$ cat config.mk
export PLATFORM = sky130hd
export DESIGN_NAME = button_cond_flat
export DESIGN_NICKNAME = d
export VERILOG_FILES = /design/src/rtl/btn_pkg.sv /design/src/rtl/button_cond_if.sv /design/src/rtl/debounce_fsm.sv /design/src/rtl/button_cond.sv /design/src/flat_wrapper.sv
export SDC_FILE = /design/constraint.sdc
export NUM_CORES = 1
export LEC_CHECK = 0
export BUFFER_PORTS_ARGS = -buffer_cell sky130_fd_sc_hd__buf_2
export CORE_UTILIZATION = 44
export CTS_BUF_LIST = sky130_fd_sc_hd__clkbuf_4 sky130_fd_sc_hd__clkbuf_8
export DETAILED_ROUTE_END_ITERATION = 12
export PLACE_DENSITY = 0.7
export SLEW_MARGIN = 20
export SYNTH_ARGS = -nofsm -noshare
export SYNTH_HDL_FRONTEND = slang
export SYNTH_SLANG_ARGS = --single-unit
$ cat constraint.sdc
create_clock -name clk -period 2.5 [get_ports clk]
set_clock_uncertainty 0.15 [all_clocks]
set_input_delay 0.25 -clock clk [delete_from_list [all_inputs] [get_ports clk]]
set_output_delay 0.25 -clock clk [all_outputs]
set_load 0.01 [all_outputs]
$ cat src/rtl/btn_pkg.sv
// Shared definitions for the button conditioning block: debounce FSM state
// encoding and the default timing constants.
package btn_pkg;

    // One debounce FSM per button; level is asserted in StPressed/StCheckRelease.
    typedef enum logic [1:0] {
        StReleased     = 2'd0,
        StCheckPress   = 2'd1,
        StPressed      = 2'd2,
        StCheckRelease = 2'd3
    } btn_state_e;

    // 10 ms of stable input at a 100 MHz system clock.
    localparam int unsigned DefaultDebounceCycles = 1000000;
    localparam int unsigned DefaultSyncStages     = 2;

endpackage

$ cat src/rtl/button_cond_if.sv
// Bundle of raw user inputs and conditioned outputs of button_cond.
// The board/stimulus side is the master; the conditioning block is the slave.
interface button_cond_if;

    logic       btnU;
    logic       btnL;
    logic       btnC;
    logic [7:0] sw;

    logic [7:0] sw_sync;
    logic       btnU_lvl;
    logic       btnL_lvl;
    logic       btnC_lvl;
    logic       loadA_pulse;
    logic       loadB_pulse;
    logic       clr_pulse;

    modport master (
        output btnU, btnL, btnC, sw,
        input  sw_sync, btnU_lvl, btnL_lvl, btnC_lvl, loadA_pulse, loadB_pulse, clr_pulse
    );

    modport slave (
        input  btnU, btnL, btnC, sw,
        output sw_sync, btnU_lvl, btnL_lvl, btnC_lvl, loadA_pulse, loadB_pulse, clr_pulse
    );

endinterface

$ cat src/rtl/debounce_fsm.sv
// Conditions one raw push-button: synchronizer, 4-state debounce FSM with a
// saturating stability counter, debounced level and a single-cycle press strobe.
module debounce_fsm
    import btn_pkg::*;
#(
    parameter int unsigned DEBOUNCE_CYCLES = DefaultDebounceCycles,
    parameter int unsigned SYNC_STAGES     = DefaultSyncStages
) (
    input  logic clk,
    input  logic rst,
    input  logic btn_i,
    output logic lvl_o,
    output logic pulse_o
);

    // One extra bit so the terminal count always fits without overflow.
    localparam int unsigned   CntW    = $clog2(DEBOUNCE_CYCLES) + 1;
    localparam logic [CntW-1:0] CntTerm = CntW'(DEBOUNCE_CYCLES - 1);

    logic [SYNC_STAGES-1:0] sync_q;
    logic                   btn_sync;

    btn_state_e      state_q, state_d;
    logic [CntW-1:0] cnt_q, cnt_d;
    logic            pulse_q, pulse_d;

    // Metastability synchronizer; only the last stage is used by the FSM.
    always_ff @(posedge clk) begin
        if (rst) begin
            sync_q <= '0;
        end else begin
            sync_q <= {sync_q[SYNC_STAGES-2:0], btn_i};
        end
    end

    assign btn_sync = sync_q[SYNC_STAGES-1];

    // State, counter and strobe registers.
    always_ff @(posedge clk) begin
        if (rst) begin
            state_q <= StReleased;
            cnt_q   <= '0;
            pulse_q <= 1'b0;
        end else begin
            state_q <= state_d;
            cnt_q   <= cnt_d;
            pulse_q <= pulse_d;
        end
    end

    // Next-state logic; the counter only advances below the terminal count,
    // so it saturates instead of wrapping.
    always_comb begin
        state_d = state_q;
        cnt_d   = cnt_q;
        pulse_d = 1'b0;
        unique case (state_q)
            StReleased: begin
                if (btn_sync) begin
                    state_d = StCheckPress;
                    cnt_d   = '0;
                end
            end
            StCheckPress: begin
                if (!btn_sync) begin
                    state_d = StReleased;
                    cnt_d   = '0;
                end else if (cnt_q == CntTerm) begin
                    state_d = StPressed;
                    pulse_d = 1'b1;
                end else begin
                    cnt_d = cnt_q + 1'b1;
                end
            end
            StPressed: begin
                if (!btn_sync) begin
                    state_d = StCheckRelease;
                    cnt_d   = '0;
                end
            end
            StCheckRelease: begin
                if (btn_sync) begin
                    state_d = StPressed;
                    cnt_d   = '0;
                end else if (cnt_q == CntTerm) begin
                    state_d = StReleased;
                    cnt_d   = '0;
                end else begin
                    cnt_d = cnt_q + 1'b1;
                end
            end
            default: begin
                state_d = StReleased;
                cnt_d   = '0;
            end
        endcase
    end

    // Strobe is registered so it is glitch-free for use as a load enable.
    assign pulse_o = pulse_q;
    assign lvl_o   = (state_q == StPressed) || (state_q == StCheckRelease);

endmodule

$ cat src/rtl/button_cond.sv
// Conditions the board's push-buttons and slide switches: debounced button
// levels, one-cycle press strobes for operand load/clear, synchronized switches.
module button_cond
    import btn_pkg::*;
#(
    parameter int unsigned DEBOUNCE_CYCLES = DefaultDebounceCycles,
    parameter int unsigned SYNC_STAGES     = DefaultSyncStages
) (
    input  logic          clk,
    input  logic          rst,
    button_cond_if.slave  bus
);

    logic [SYNC_STAGES-1:0][7:0] sw_sync_q;

    // Switch synchronizer: pure delay line, no filtering.
    always_ff @(posedge clk) begin
        if (rst) begin
            sw_sync_q <= '0;
        end else begin
            sw_sync_q <= {sw_sync_q[SYNC_STAGES-2:0], bus.sw};
        end
    end

    assign bus.sw_sync = sw_sync_q[SYNC_STAGES-1];

    debounce_fsm #(
        .DEBOUNCE_CYCLES (DEBOUNCE_CYCLES),
        .SYNC_STAGES     (SYNC_STAGES)
    ) u_btn_u (
        .clk     (clk),
        .rst     (rst),
        .btn_i   (bus.btnU),
        .lvl_o   (bus.btnU_lvl),
        .pulse_o (bus.loadA_pulse)
    );

    debounce_fsm #(
        .DEBOUNCE_CYCLES (DEBOUNCE_CYCLES),
        .SYNC_STAGES     (SYNC_STAGES)
    ) u_btn_l (
        .clk     (clk),
        .rst     (rst),
        .btn_i   (bus.btnL),
        .lvl_o   (bus.btnL_lvl),
        .pulse_o (bus.loadB_pulse)
    );

    debounce_fsm #(
        .DEBOUNCE_CYCLES (DEBOUNCE_CYCLES),
        .SYNC_STAGES     (SYNC_STAGES)
    ) u_btn_c (
        .clk     (clk),
        .rst     (rst),
        .btn_i   (bus.btnC),
        .lvl_o   (bus.btnC_lvl),
        .pulse_o (bus.clr_pulse)
    );

endmodule

$ cat src/flat_wrapper.sv
// flat-port wrapper written by rule: the top's interface ports become plain ports
module button_cond_flat import btn_pkg::*;
#(
    parameter int unsigned DEBOUNCE_CYCLES = DefaultDebounceCycles,
    parameter int unsigned SYNC_STAGES     = DefaultSyncStages
)
  (clk, rst, bus_btnU, bus_btnL, bus_btnC, bus_sw, bus_sw_sync, bus_btnU_lvl, bus_btnL_lvl, bus_btnC_lvl, bus_loadA_pulse, bus_loadB_pulse, bus_clr_pulse);
  button_cond_if bus_i ();
  input  logic clk;
  input  logic rst;
  input wire logic [$bits(bus_i.btnU)-1:0] bus_btnU;
  input wire logic [$bits(bus_i.btnL)-1:0] bus_btnL;
  input wire logic [$bits(bus_i.btnC)-1:0] bus_btnC;
  input wire logic [$bits(bus_i.sw)-1:0] bus_sw;
  output wire logic [$bits(bus_i.sw_sync)-1:0] bus_sw_sync;
  output wire logic [$bits(bus_i.btnU_lvl)-1:0] bus_btnU_lvl;
  output wire logic [$bits(bus_i.btnL_lvl)-1:0] bus_btnL_lvl;
  output wire logic [$bits(bus_i.btnC_lvl)-1:0] bus_btnC_lvl;
  output wire logic [$bits(bus_i.loadA_pulse)-1:0] bus_loadA_pulse;
  output wire logic [$bits(bus_i.loadB_pulse)-1:0] bus_loadB_pulse;
  output wire logic [$bits(bus_i.clr_pulse)-1:0] bus_clr_pulse;
  assign bus_i.btnU = bus_btnU;
  assign bus_i.btnL = bus_btnL;
  assign bus_i.btnC = bus_btnC;
  assign bus_i.sw = bus_sw;
  assign bus_sw_sync = bus_i.sw_sync;
  assign bus_btnU_lvl = bus_i.btnU_lvl;
  assign bus_btnL_lvl = bus_i.btnL_lvl;
  assign bus_btnC_lvl = bus_i.btnC_lvl;
  assign bus_loadA_pulse = bus_i.loadA_pulse;
  assign bus_loadB_pulse = bus_i.loadB_pulse;
  assign bus_clr_pulse = bus_i.clr_pulse;
  button_cond #(.DEBOUNCE_CYCLES(DEBOUNCE_CYCLES), .SYNC_STAGES(SYNC_STAGES)) u_core (.clk(clk), .rst(rst), .bus(bus_i));
endmodule
=== Word-level counts from Yosys, hierarchy flattened ===
Cells that the tools add are included.

* Register bits after elaboration: 94
* Latch bits: 0
* Memory bits (writable): 0
* Bits in read-only memories: 0
* Memories: 0

* Add/subtract/negate cells: 3
* $mul: 0
* Divide/modulo/power cells: 0
* Magnitude comparators: 0
* Equality and inequality tests: 27
* Shifts and indexed selects: 0
* Mux-type cells: 45
* Bitwise operators: 6
* Reductions and logical operators: 15

{| class="wikitable"
|+ Operators by type and width
! operator !! count
|-
| $mux W21 || 18
|-
| $pmux W21 S4 || 3
|-
| $add A21 B1 Y21 const B || 3
|-
| $eq A21 B20 Y1 const B || 3
|-
| $mux W2 || 18
|-
| $ne A3 B3 Y1 const B || 9
|-
| $pmux W2 S4 || 3
|-
| $eq A2 B2 Y1 const B || 6
|-
| $ne A2 B2 Y1 const B || 6
|-
| $reduce_and A4 Y1 || 3
|-
| $reduce_and A3 Y1 || 3
|-
| $reduce_or A3 Y1 || 3
|-
| $eq A2 B1 Y1 const B || 3
|-
| $logic_not A2 Y1 || 3
|-
| $not A1 Y1 || 6
|-
| $logic_or A1 B1 Y1 || 3
|-
| $mux W1 || 3
|}

=== Depth between registers and ports, before layout ===
Gate-level depths: netlist of run 1.

* Depth after elaboration: 4
* Mapped depth: 8
* Depth with buffers taken out: 6

=== Hierarchy ===
From an unflattened synthesis of run 1, not the netlist that was laid out.

* Cells, all modules: 549
* Area total of the unflattened synthesis: 4834.6 um^2

{| class="wikitable"
|+ Modules (own cells, without submodules)
! module !! times used !! cells each !! area each (um^2)
|-
| debounce_fsm at u_core.u_btn_u || 1 || 185 || 1536.5
|-
| debounce_fsm at u_core.u_btn_c || 1 || 168 || 1475.2
|-
| debounce_fsm at u_core.u_btn_l || 1 || 155 || 1298.7
|-
| button_cond || 1 || 41 || 524.3
|}

=== Worst setup path before layout of run 1 ===
OpenSTA, ideal clock, no wires.

* Path kind: reg2reg
* Start: register u_core.u_btn_c.cnt_q[0]
* End: register u_core.u_btn_c.cnt_q[20]
* Setup time: 82 ps
* Arrival time: 1710 ps
* Data required time: 2268 ps
* Slack: 557 ps
* Stages on the path, launching flop included: 8
* Path buffers: 1
* Period minus slack after synthesis: 1943 ps
* Cells stage by stage: dfxtp_1 > ha_1 > and4_1 > and2_1 > buf_2 > nand4_1 > or4_1 > o221ai_1

* Cells in the longest elaborated chain, start to end: 4
* Elaborated cells between the ends (all ways): 9
* Those cells by class: 1 x add/sub; 2 x eq/ne; 5 x mux; 1 x reduce/logical

{| class="wikitable"
|+ RTL lines
! what !! line !! RTL
|-
| start: declaration || debounce_fsm.sv:24 || <nowiki>logic [CntW-1:0] cnt_q, cnt_d;</nowiki>
|-
| start signal: assignment || debounce_fsm.sv:46 || <nowiki>cnt_q <= cnt_d;</nowiki>
|-
| $add A21 B1 Y21 or $eq A21 B20 Y1 (tied branches) || n/a ||
|-
| $mux W21, on equally long branches || debounce_fsm.sv:85, debounce_fsm.sv:68 ||
|-
| $mux W21, on equally long branches || debounce_fsm.sv:82, debounce_fsm.sv:65 ||
|-
| $pmux W21 S4 || debounce_fsm.sv:57 || <nowiki>unique case (state_q)</nowiki>
|}

Parallel ways exist; a longest one is shown, timed or not. The select of a mux whose other input is x is not followed.
A chain may end at the register's enable or synchronous reset.

=== Worst setup path in the final report of run 1 ===
* Start: register u_core.u_btn_c.cnt_q[0]
* End: register u_core.u_btn_c.cnt_q[10]

The elaborated chain is that of the path after synthesis.

==> flow_results.xml, run 1 <==
<?xml version="1.0" encoding="UTF-8"?>
<metrics>
  <group name="timing">
    <metric name="finalMaxSlewViolations" unit="">0</metric>
    <metric name="slew_headroom" unit="">0.589</metric>
    <metric name="max_freq" unit="MHz">432</metric>
    <metric name="post-route-period-util" unit="">0.925</metric>
    <metric name="min_period" unit="ns">2.31</metric>
    <metric name="fin_tns_setup" unit="ns">0</metric>
    <metric name="timing_worst_slew_pin_value" unit="ns">0.612</metric>
    <metric name="hold_violations" unit="">0</metric>
    <metric name="rsz0062_at_grt" unit="">false</metric>
    <metric name="setup_viol" unit="">0</metric>
  </group>
  <group name="synthesis">
    <metric name="flop_and_latch_count_out_of_synthesis" unit="">94</metric>
    <metric name="synth_edf_count" unit="">0</metric>
    <metric name="synth.yosys.seq_area_share" unit="">0.375</metric>
    <metric name="synthFlopType" unit="">dfxtp_1</metric>
    <metric name="async_flop_share" unit="">0</metric>
    <metric name="post_synth_instance_area" unit="µm²">5010</metric>
    <metric name="synth.top_cell.area_share" unit="">0.375</metric>
    <metric name="post_synth_main_area_contributors" unit="">dfxtp_1 38%, nor2_1 3.2%, nor2b_1 3.1%</metric>
    <metric name="netlist.top_cell.by_area" unit="">dfxtp_1</metric>
    <metric name="synth_warnings" unit="">0</metric>
    <metric name="avgSynthCellArea" unit="µm²">8.82</metric>
    <metric name="netlist-cell-type-count" unit="">84</metric>
    <metric name="synthesis.nets" unit="">584</metric>
    <metric name="syn_inst" unit="">568</metric>
  </group>
  <group name="floorplan">
    <metric name="dieArea" unit="µm²">11800</metric>
    <metric name="die_h" unit="µm">109</metric>
    <metric name="fp.dieW" unit="µm">109</metric>
    <metric name="pin_count" unit="">27</metric>
    <metric name="row_count" unit="">38</metric>
    <metric name="start_util" unit="">0.456</metric>
    <metric name="floorplan.core_area" unit="µm²">11000</metric>
  </group>
  <group name="route">
    <metric name="wl_met2" unit="µm">5330</metric>
    <metric name="top_signal_layer_used" unit="">met4</metric>
    <metric name="met3_wirelength" unit="µm">489</metric>
    <metric name="route.detailed.vias_per_inst" unit="">5.94</metric>
    <metric name="drt-met1-wl" unit="µm">5140</metric>
    <metric name="dr_total_vias" unit="">4331</metric>
    <metric name="drtAntennaViolNets" unit="">0</metric>
    <metric name="avgRoutedWirePerCell" unit="µm">15.2</metric>
    <metric name="dr.pass1.iters" unit="">4</metric>
    <metric name="detail_route.wirelength" unit="µm">11100</metric>
    <metric name="drt_iter0_drc" unit="">265</metric>
    <metric name="post-route-drc-count" unit="">0</metric>
  </group>
  <group name="cts">
    <metric name="post-cts-setup-buffer-count" unit="">0</metric>
    <metric name="cts.sinks" unit="">94</metric>
    <metric name="cts_tree" unit="">done</metric>
    <metric name="worst_setup_hold_path_clk_slew" unit="ns">0.09</metric>
    <metric name="cts_inserted_buffers" unit="">9</metric>
    <metric name="cts_max_path_buffers" unit="">2</metric>
    <metric name="clock_tree.root_cell" unit="">clkbuf_8</metric>
    <metric name="htreeDepth" unit="">3</metric>
    <metric name="insertion_delay" unit="ns">0.37</metric>
  </group>
  <group name="grt">
    <metric name="grt_use_total" unit="">0.204</metric>
    <metric name="grt_start_max_net_pins" unit="">30</metric>
    <metric name="grt_antenna_before_repair" unit="">0</metric>
    <metric name="global_route_wire_length_before_repair" unit="µm">19200</metric>
    <metric name="via_count_of_the_first_global_routing_pass" unit="">4142</metric>
    <metric name="global_route.overflow_total" unit="">0</metric>
  </group>
  <group name="pwr">
    <metric name="pwr_dens" unit="nW/µm²">471</metric>
    <metric name="total_leakage_power" unit="µW">0.00196</metric>
    <metric name="irDropWorstVdd" unit="mV">0.483</metric>
  </group>
  <group name="place">
    <metric name="placed_cells" unit="">703</metric>
    <metric name="placed_area" unit="µm²">5170</metric>
    <metric name="dp.final_hpwl" unit="µm">7780</metric>
    <metric name="place.gp.congestion" unit="">0.868</metric>
    <metric name="portBuffers" unit="">26</metric>
  </group>
  <group name="flow_run">
    <metric name="maxCapViolCount" unit="">0</metric>
  </group>
  <group name="setup_path">
    <metric name="element_type_at_the_critical_path_end" unit="">flop</metric>
    <metric name="timing.critical_path.required" unit="ns">2.62</metric>
    <metric name="critical_path.max_fanout" unit="">11</metric>
    <metric name="worstSetupPathType" unit="">flop to flop</metric>
    <metric name="worst_setup_sp_type" unit="">flop</metric>
    <metric name="arrival_time_at_the_worst_endpoint" unit="ns">2.43</metric>
  </group>
  <group name="layout">
    <metric name="final_layout_size_suffix_gt1_frac" unit="">0.141</metric>
    <metric name="instances_no_fill" unit="">729</metric>
    <metric name="antenna-diode-count" unit="">0</metric>
    <metric name="areaGrowthSynthToFinish" unit="%">8.96</metric>
    <metric name="final.fill_count" unit="">1012</metric>
    <metric name="nNetsFinal" unit="">601</metric>
    <metric name="fin_area" unit="µm²">5460</metric>
  </group>
  <group name="outcome">
    <metric name="status" unit="">finished, final reports clean</metric>
  </group>
  <group name="worst_hold_path">
    <metric name="min-delay-path-class" unit="">input port to flop</metric>
  </group>
</metrics>
stage by stage:
| stage | hold slack, ns | setup slack [ns] | total power, µW | utilization |
|---|---|---|---|---|
| 3_5_place_dp | 0.273 | 0.224 | 1690 | 0.471 |
| 4_1_cts | 0.0972 | 0.206 | 2610 | 0.496 |
| 6_report | 0.124 | 0.187 | 2570 | 0.497 |
| 2_1_floorplan | 0.228 | 0.557 | 1660 | - |
| 3_3_place_gp | 0.266 | 0.314 | 1690 | 0.471 |
| 5_1_grt | 0.116 | 0.0168 | 2680 | 0.497 |
cells in the final DEF (no fill, tap or decap), types with 4 or more instances in the layout:
master / count
xnor2_1: 16
and2_1: 7
and4_1: 10
nor3_1: 16
a21o_1: 4
xor2_1: 12
nor4_1: 6
nor2_1: 43
nor3b_1: 4
and3_1: 11
buf_4: 6
or3_1: 8
nor2b_1: 25
o21ai_0: 12
clkbuf_8: 9
o211ai_1: 15
or4_1: 5
or2_2: 5
a22o_1: 6
a31oi_1: 14
inv_1: 7
buf_2: 26
a211oi_1: 5
nand2_1: 41
a21oi_1: 25
o31ai_1: 6
nand2b_1: 4
nand3_1: 25
nand3b_1: 4
dfxtp_1: 94
nand4_1: 17
dlygate4sd3_1: 11
synthesized netlist by cell type, drive strengths merged, types with 5 or more instances:
master and count:
a21oi 27, and4 10, o211ai 16, or2 6, o21ai 14, and2 8
nand2 41, dfxtp 94, o31ai 7, or4 7, nor2 46, a211oi 5
nand4 21, xor2 14, nor3 16, xnor2 16, a31oi 14, and3 11
nor4 10, nand2b 5, buf 21, inv 8, clkbuf 16, a22o 6
nor2b 25, or3 9, nand3 25
timing repair:
item,4_1_cts,5_1_grt
resized for setup,0,1
hold endpoints to repair,11,0
hold buffers,11,0
endpoints found under the setup margin,0,1
metal layers:
layer	track usage	vias to the layer above
met5	0	-
met4	0.0763	0
met3	0.0442	11
met2	0.338	114
met1	0.258	2040
li1	-	2166
registers in the layout (all words and copies together), names as in the netlist, named ones only:
name / cells
u_core.u_btn_u.pulse_o: 1
u_core.u_btn_u.sync_q: 2
u_core.u_btn_l.state_q: 1
u_core.u_btn_c.state_q: 1
u_core.u_btn_l.sync_q: 2
u_core.bus.sw_sync: 8
u_core.u_btn_c.sync_q: 2
u_core.sw_sync_q: 8
u_core.u_btn_l.cnt_q: 21
u_core.u_btn_c.cnt_q: 21
u_core.u_btn_u.state_q: 1
u_core.u_btn_l.pulse_o: 1
u_core.u_btn_c.pulse_o: 1
u_core.u_btn_u.cnt_q: 21
path summary, 6_finish.rpt:
path | start | to | slack [ns] | cells after the start
worst max-delay path | u_core.u_btn_c.cnt_q[0] | u_core.u_btn_c.cnt_q[10] | 0.19 | 7
worst min-delay path | rst | flop | 0.12 | 2
worst max register to register | u_core.u_btn_c.cnt_q[0] | u_core.u_btn_c.cnt_q[10] | 0.19 | 7
worst min register to register | u_core.u_btn_c.sync_q[0] | u_core.u_btn_c.sync_q[1] | 0.29 | 1
cell type report:
class	instances	area, µm²	share of cell area
flip-flops and latches	94	1880	0.345
inverters	8	30.0	0.00550
clock buffers	10	131	0.0241
clock inverters	5	36.3	0.00664
repair buffers	43	285	0.0522
well taps	140	175	0.0321
multi-input cells	429	2920	0.535
power by group:
part / leakage [µW] / internal (µW) / total, µW / switching (µW)
Clock: 0.0000899 / 371 / 896 / 525
Sequential: 0.000762 / 1520 / 1540 / 20.0
Combinational: 0.00111 / 60.0 / 138 / 78.3
worst max-delay path: stages (launching register included):
cell and delay [ns]:
dfxtp_1 0.44, ha_1 0.26, and4_1 0.27, and2_1 0.37, a31oi_1 0.16, nand2_1 0.31
buf_4 0.20, nor2_1 0.05
kinds of logic after synthesis:
logic type,count (synthesis),synth area share
buffers and inverters,45,0.0439
adder cells (fa/ha/maj),3,0.00749
AO/OA/AOI/OAI,130,0.190
flip-flops,94,0.375
multiplexers,3,0.00599
AND/OR/NAND/NOR,262,0.315
XOR/XNOR,31,0.0622
No activity file was read; power rests on OpenSTA's default activity.
==> run 2: changes to the inputs <==
Settings changed: CAP_MARGIN from default to 20, SETUP_SLACK_MARGIN from default to 0.2.
==> flow_results.xml, run 2 (synthesized netlist as in run 1, its figures left out) <==
<?xml version="1.0" encoding="UTF-8"?>
<metrics>
  <group name="cts">
    <metric name="htreeDepth" unit="">3</metric>
    <metric name="clock_tree.root_cell" unit="">clkbuf_8</metric>
    <metric name="worst_setup_hold_path_clk_slew" unit="ns">0.09</metric>
    <metric name="cts_max_path_buffers" unit="">2</metric>
    <metric name="cts_inserted_buffers" unit="">9</metric>
    <metric name="insertion_delay" unit="ns">0.36</metric>
    <metric name="cts.sinks" unit="">94</metric>
    <metric name="cts_tree" unit="">done</metric>
  </group>
  <group name="grt">
    <metric name="grt_antenna_before_repair" unit="">0</metric>
    <metric name="global_route_wire_length_before_repair" unit="µm">19200</metric>
    <metric name="via_count_of_the_first_global_routing_pass" unit="">4142</metric>
    <metric name="grt_use_total" unit="">0.204</metric>
    <metric name="grt_start_max_net_pins" unit="">30</metric>
    <metric name="global_route.overflow_total" unit="">0</metric>
  </group>
  <group name="timing">
    <metric name="hold_violations" unit="">0</metric>
    <metric name="min_period" unit="ns">2.18</metric>
    <metric name="max_freq" unit="MHz">458</metric>
    <metric name="rsz0062_at_grt" unit="">false</metric>
    <metric name="setup_slack" unit="ns">0.317</metric>
    <metric name="finalMaxSlewViolations" unit="">0</metric>
    <metric name="post-route-period-util" unit="">0.873</metric>
    <metric name="timing_worst_slew_pin_value" unit="ns">0.598</metric>
    <metric name="hold_ws" unit="ns">0.127</metric>
    <metric name="slew_headroom" unit="">0.598</metric>
    <metric name="fin_tns_setup" unit="ns">0</metric>
    <metric name="setup_viol" unit="">0</metric>
  </group>
  <group name="layout">
    <metric name="areaGrowthSynthToFinish" unit="%">9.64</metric>
    <metric name="biggestRegsByFlops" unit="">u_core.u_btn_c.cnt_q (21), u_core.u_btn_l.cnt_q (21), u_core.u_btn_u.cnt_q (21)</metric>
    <metric name="instances_no_fill" unit="">730</metric>
    <metric name="multi_input_combinational_cell_area" unit="µm²">2940</metric>
    <metric name="nNetsFinal" unit="">602</metric>
    <metric name="antenna-diode-count" unit="">0</metric>
    <metric name="final_cell_mix" unit="">90 x dfxtp_1, 42 x nor2_1, 40 x nand2_1</metric>
    <metric name="final.fill_count" unit="">1007</metric>
    <metric name="mostFrequentLayoutCell" unit="">dfxtp_1</metric>
    <metric name="register_area" unit="µm²">1890</metric>
    <metric name="final_layout_size_suffix_gt1_frac" unit="">0.158</metric>
  </group>
  <group name="setup_path">
    <metric name="cpPeakStageDelay" unit="ns">0.39</metric>
    <metric name="critical_path.max_fanout" unit="">11</metric>
    <metric name="timing.reg2reg.setup_slack" unit="ns">0.32</metric>
    <metric name="crit_path_top_delay_cell" unit="">dfxtp_1</metric>
    <metric name="arrival_time_at_the_worst_endpoint" unit="ns">2.30</metric>
    <metric name="r2r.worst_path.cells" unit="">5</metric>
    <metric name="worst_setup_sp_type" unit="">flop</metric>
    <metric name="crit-reg2reg-capture" unit="">u_core.u_btn_u.cnt_q[12]</metric>
    <metric name="worstReg2RegStart" unit="">u_core.u_btn_u.cnt_q[7]</metric>
    <metric name="worstPathCellList" unit="">nor4b_2 &gt; nand4_2 &gt; o21ai_0 &gt; a31o_2 &gt; o21ba_2</metric>
    <metric name="element_type_at_the_critical_path_end" unit="">flop</metric>
    <metric name="worstSetupPathType" unit="">flop to flop</metric>
    <metric name="timing.critical_path.required" unit="ns">2.62</metric>
  </group>
  <group name="route">
    <metric name="dr.pass1.iters" unit="">5</metric>
    <metric name="route.detailed.vias_per_inst" unit="">5.91</metric>
    <metric name="dr_total_vias" unit="">4312</metric>
    <metric name="post-route-drc-count" unit="">0</metric>
    <metric name="drtAntennaViolNets" unit="">0</metric>
    <metric name="avgRoutedWirePerCell" unit="µm">15.1</metric>
    <metric name="detail_route.wirelength" unit="µm">11100</metric>
    <metric name="drt_iter0_drc" unit="">282</metric>
  </group>
  <group name="outcome">
    <metric name="status" unit="">finished, final reports clean</metric>
  </group>
  <group name="pwr">
    <metric name="total_power" unit="µW">2570</metric>
    <metric name="irDropWorstVdd" unit="mV">0.481</metric>
    <metric name="pwr_dens" unit="nW/µm²">468</metric>
    <metric name="total_leakage_power" unit="µW">0.00197</metric>
  </group>
  <group name="floorplan">
    <metric name="row_count" unit="">38</metric>
    <metric name="floorplan.core_area" unit="µm²">11000</metric>
    <metric name="start_util" unit="">0.456</metric>
    <metric name="fp.dieW" unit="µm">109</metric>
    <metric name="dieArea" unit="µm²">11800</metric>
    <metric name="pin_count" unit="">27</metric>
    <metric name="die_h" unit="µm">109</metric>
  </group>
  <group name="worst_hold_path">
    <metric name="timing.hold.worst.start" unit="">rst</metric>
    <metric name="worst_hold_path.num_cells" unit="">2</metric>
    <metric name="min-delay-path-class" unit="">input port to flop</metric>
  </group>
  <group name="flow_run">
    <metric name="maxCapViolCount" unit="">0</metric>
  </group>
  <group name="place">
    <metric name="place.gp.congestion" unit="">0.868</metric>
    <metric name="dp.final_hpwl" unit="µm">7780</metric>
    <metric name="pre_cts_slack" unit="ns">0.224</metric>
    <metric name="portBuffers" unit="">26</metric>
    <metric name="placed_cells" unit="">703</metric>
  </group>
</metrics>
## run 2: worst max path at each step
stage,start,end,slack (ns),cells past startpoint
floorplan,u_core.u_btn_c.cnt_q[0],u_core.u_btn_c.cnt_q[20],0.56,7
global placement,u_core.u_btn_u.cnt_q[14],u_core.u_btn_u.cnt_q[18],0.31,5
detailed placement,u_core.u_btn_c.cnt_q[0],u_core.u_btn_c.cnt_q[10],0.22,7
CTS,u_core.u_btn_u.cnt_q[14],u_core.u_btn_u.cnt_q[18],0.21,5
global route,u_core.u_btn_c.cnt_q[0],u_core.u_btn_c.cnt_q[20],0.22,6
finish,u_core.u_btn_u.cnt_q[7],u_core.u_btn_u.cnt_q[12],0.32,5
## run 2: per-stage QoR
step           cell area (µm²)  utilization
3_5_place_dp              5170        0.471
5_1_grt                   5500        0.500
2_1_floorplan             5010            -
3_3_place_gp              5170        0.471
6_report                  5500        0.500
4_1_cts                   5450        0.496
## run 2: area by class of cell
cell class | instances | area share
timing repair buffer | 44 | 0.0533
inverter | 8 | 0.00546
multi-input combinational | 429 | 0.536
sequential | 94 | 0.343
clock buffer | 10 | 0.0239
clock inverter | 5 | 0.00660
tap | 140 | 0.0319
## run 2: power by group
group / leakage, µW / total, µW / switching, µW / internal [µW]
registers: 0.000764 / 1540 / 20.1 / 1520
logic: 0.00112 / 139 / 78.7 / 60.7
clock network: 0.0000899 / 895 / 524 / 371
total: 0.00197 / 2570 / 623 / 1950
## run 2: critical path: cells and delay by family (launching register included)
family,cells,cell delay (ns)
AND/OR/NAND/NOR,2,0.70
AO/OA/AOI/OAI,3,0.84
flip-flops,1,0.39
## run 2: layer usage
metal | global-route usage | wire [µm] | vias to the layer above
met5 | 0 | 0 | -
met4 | 0.0763 | 142 | 0
met3 | 0.0442 | 539 | 11
met2 | 0.338 | 5310 | 121
met1 | 0.258 | 5060 | 2024
li1 | - | - | 2156
## run 2: timing repair
item,CTS,global route
endpoints found under the setup margin,0,51
setup buffers,0,1
gates resized for setup,0,11
hold buffers,11,0
hold endpoints to repair,11,0
==> run 3: changes to the inputs <==
Settings changed: CAP_MARGIN 20 to default, GPL_TIMING_DRIVEN from default to 0.
==> flow_results.xml, run 3 (synthesized netlist as in run 1, its figures left out) <==
<?xml version="1.0" encoding="UTF-8"?>
<metrics>
  <group name="outcome">
    <metric name="status" unit="">finished, final reports clean</metric>
  </group>
  <group name="timing">
    <metric name="slew_headroom" unit="">0.532</metric>
    <metric name="post-route-period-util" unit="">0.897</metric>
    <metric name="finalMaxSlewViolations" unit="">0</metric>
    <metric name="max_freq" unit="MHz">446</metric>
    <metric name="min_period" unit="ns">2.24</metric>
    <metric name="fin_tns_setup" unit="ns">0</metric>
    <metric name="timing_worst_slew_pin_value" unit="ns">0.696</metric>
    <metric name="setup_viol" unit="">0</metric>
    <metric name="hold_violations" unit="">0</metric>
    <metric name="rsz0062_at_grt" unit="">false</metric>
  </group>
  <group name="setup_path">
    <metric name="arrival_time_at_the_worst_endpoint" unit="ns">2.39</metric>
    <metric name="element_type_at_the_critical_path_end" unit="">flop</metric>
    <metric name="worst_setup_sp_type" unit="">flop</metric>
    <metric name="timing.critical_path.required" unit="ns">2.65</metric>
    <metric name="worstSetupPathType" unit="">flop to flop</metric>
    <metric name="critical_path.max_fanout" unit="">5</metric>
  </group>
  <group name="layout">
    <metric name="register_area" unit="µm²">1880</metric>
    <metric name="biggestRegsByFlops" unit="">u_core.u_btn_c.cnt_q (21), u_core.u_btn_l.cnt_q (21), u_core.u_btn_u.cnt_q (21)</metric>
    <metric name="final_layout_size_suffix_gt1_frac" unit="">0.178</metric>
    <metric name="mostFrequentLayoutCell" unit="">dfxtp_1</metric>
    <metric name="antenna-diode-count" unit="">0</metric>
    <metric name="fin_area" unit="µm²">5720</metric>
    <metric name="final.fill_count" unit="">1024</metric>
    <metric name="nNetsFinal" unit="">634</metric>
    <metric name="multi_input_combinational_cell_area" unit="µm²">2980</metric>
    <metric name="final_cell_mix" unit="">92 x dfxtp_1, 42 x nor2_1, 40 x nand2_1</metric>
    <metric name="areaGrowthSynthToFinish" unit="%">14.1</metric>
  </group>
  <group name="route">
    <metric name="route.detailed.vias_per_inst" unit="">5.90</metric>
    <metric name="dr.pass1.iters" unit="">4</metric>
    <metric name="post-route-drc-count" unit="">0</metric>
    <metric name="drtAntennaViolNets" unit="">0</metric>
    <metric name="detail_route.wirelength" unit="µm">11700</metric>
    <metric name="dr_total_vias" unit="">4502</metric>
    <metric name="avgRoutedWirePerCell" unit="µm">15.4</metric>
    <metric name="drt_iter0_drc" unit="">240</metric>
  </group>
  <group name="cts">
    <metric name="insertion_delay" unit="ns">0.39</metric>
    <metric name="cts_max_path_buffers" unit="">2</metric>
    <metric name="clock_tree.root_cell" unit="">clkbuf_8</metric>
    <metric name="worst_setup_hold_path_clk_slew" unit="ns">0.09</metric>
    <metric name="cts_tree" unit="">done</metric>
    <metric name="cts_inserted_buffers" unit="">9</metric>
    <metric name="cts.sinks" unit="">94</metric>
    <metric name="htreeDepth" unit="">3</metric>
  </group>
  <group name="grt">
    <metric name="via_count_of_the_first_global_routing_pass" unit="">4275</metric>
    <metric name="global_route_wire_length_before_repair" unit="µm">19900</metric>
    <metric name="global_route.overflow_total" unit="">0</metric>
    <metric name="grt_use_total" unit="">0.212</metric>
    <metric name="grt_antenna_before_repair" unit="">0</metric>
    <metric name="grt_start_max_net_pins" unit="">17</metric>
  </group>
  <group name="floorplan">
    <metric name="fp.dieW" unit="µm">109</metric>
    <metric name="pin_count" unit="">27</metric>
    <metric name="start_util" unit="">0.456</metric>
    <metric name="die_h" unit="µm">109</metric>
    <metric name="floorplan.core_area" unit="µm²">11000</metric>
    <metric name="row_count" unit="">38</metric>
    <metric name="dieArea" unit="µm²">11800</metric>
  </group>
  <group name="worst_hold_path">
    <metric name="min-delay-path-class" unit="">input port to flop</metric>
  </group>
  <group name="pwr">
    <metric name="power_frac_seq" unit="">0.557</metric>
    <metric name="switching_power" unit="µW">673</metric>
    <metric name="total_leakage_power" unit="µW">0.00209</metric>
    <metric name="pwr_dens" unit="nW/µm²">480</metric>
    <metric name="power.clock.fraction" unit="">0.383</metric>
    <metric name="switching_share" unit="">0.245</metric>
    <metric name="power.internal" unit="µW">2070</metric>
    <metric name="irDropWorstVdd" unit="mV">0.483</metric>
    <metric name="comb_power_share" unit="">0.061</metric>
  </group>
  <group name="place">
    <metric name="placed_area" unit="µm²">5320</metric>
    <metric name="dp.final_hpwl" unit="µm">8210</metric>
    <metric name="place.gp.congestion" unit="">0.885</metric>
    <metric name="portBuffers" unit="">26</metric>
  </group>
  <group name="flow_run">
    <metric name="maxCapViolCount" unit="">0</metric>
  </group>
</metrics>
run 3: path summary, 6_finish.rpt:
path | start | to | slack [ns] | cells after the start
max | u_core.u_btn_u.cnt_q[0] | u_core.u_btn_u.cnt_q[14] | 0.26 | 6
min reg2reg | u_core.sw_sync_q[6] | u_core.bus.sw_sync[6] | 0.29 | 1
max reg2reg | u_core.u_btn_u.cnt_q[0] | u_core.u_btn_u.cnt_q[14] | 0.26 | 6
min | rst | u_core.u_btn_l.state_q[0] | 0.18 | 3
run 3: repair_timing:
action                     4_1_cts  5_1_grt
setup endpoints to repair        2       43
hold buffers                    11        0
resized for setup                1       18
hold endpoints to repair        11        0
buffers inserted                 0        2
pin swaps                        0        1
run 3: worst max-delay path, cell delays in order (launching register included):
cell,delay (ns)
dfxtp_1,0.41
ha_2,0.27
nand4_4,0.18
or3_1,0.47
o21ai_4,0.24
nand2_1,0.16
a31oi_1,0.28
run 3: metal layers:
layer / global-route usage / vias to the layer above / part of all wire
li1: - / 2220 / -
met1: 0.272 / 2164 / 0.45
met2: 0.354 / 104 / 0.49
met3: 0.0532 / 14 / 0.045
met4: 0.0550 / 0 / 0.012
met5: 0 / - / 0
run 3: through the flow:
step                      std cells  hold slack (ns)  setup WS (ns)  total power [µW]  utilization
final                           763            0.181          0.258              2740        0.521
after global routing            763            0.203          0.157              2840        0.521
after global placement          734            0.271          0.244              1700        0.484
after floorplan                 568            0.228          0.557              1660            -
after detailed placement        734            0.270          0.208              1710        0.484
after CTS                       761            0.143          0.210              2770        0.513
run 3: area by class of cell:
type	count	area share
plain buffers	37	0.0343
clock buffers	10	0.0230
clock inverters	6	0.0120
inverters	8	0.00525
multi-input cells	429	0.521
flip-flops and latches	94	0.329
well taps	140	0.0306
repair buffers	39	0.0446
run 3: power groups by stage:
stage	registers, µW	logic [µW]	clock network [µW]
2_1_floorplan	1560	101	0
3_3_place_gp	1560	142	0
3_5_place_dp	1560	145	0
4_1_cts	1530	159	1080
5_1_grt	1530	182	1130
6_report	1530	167	1050
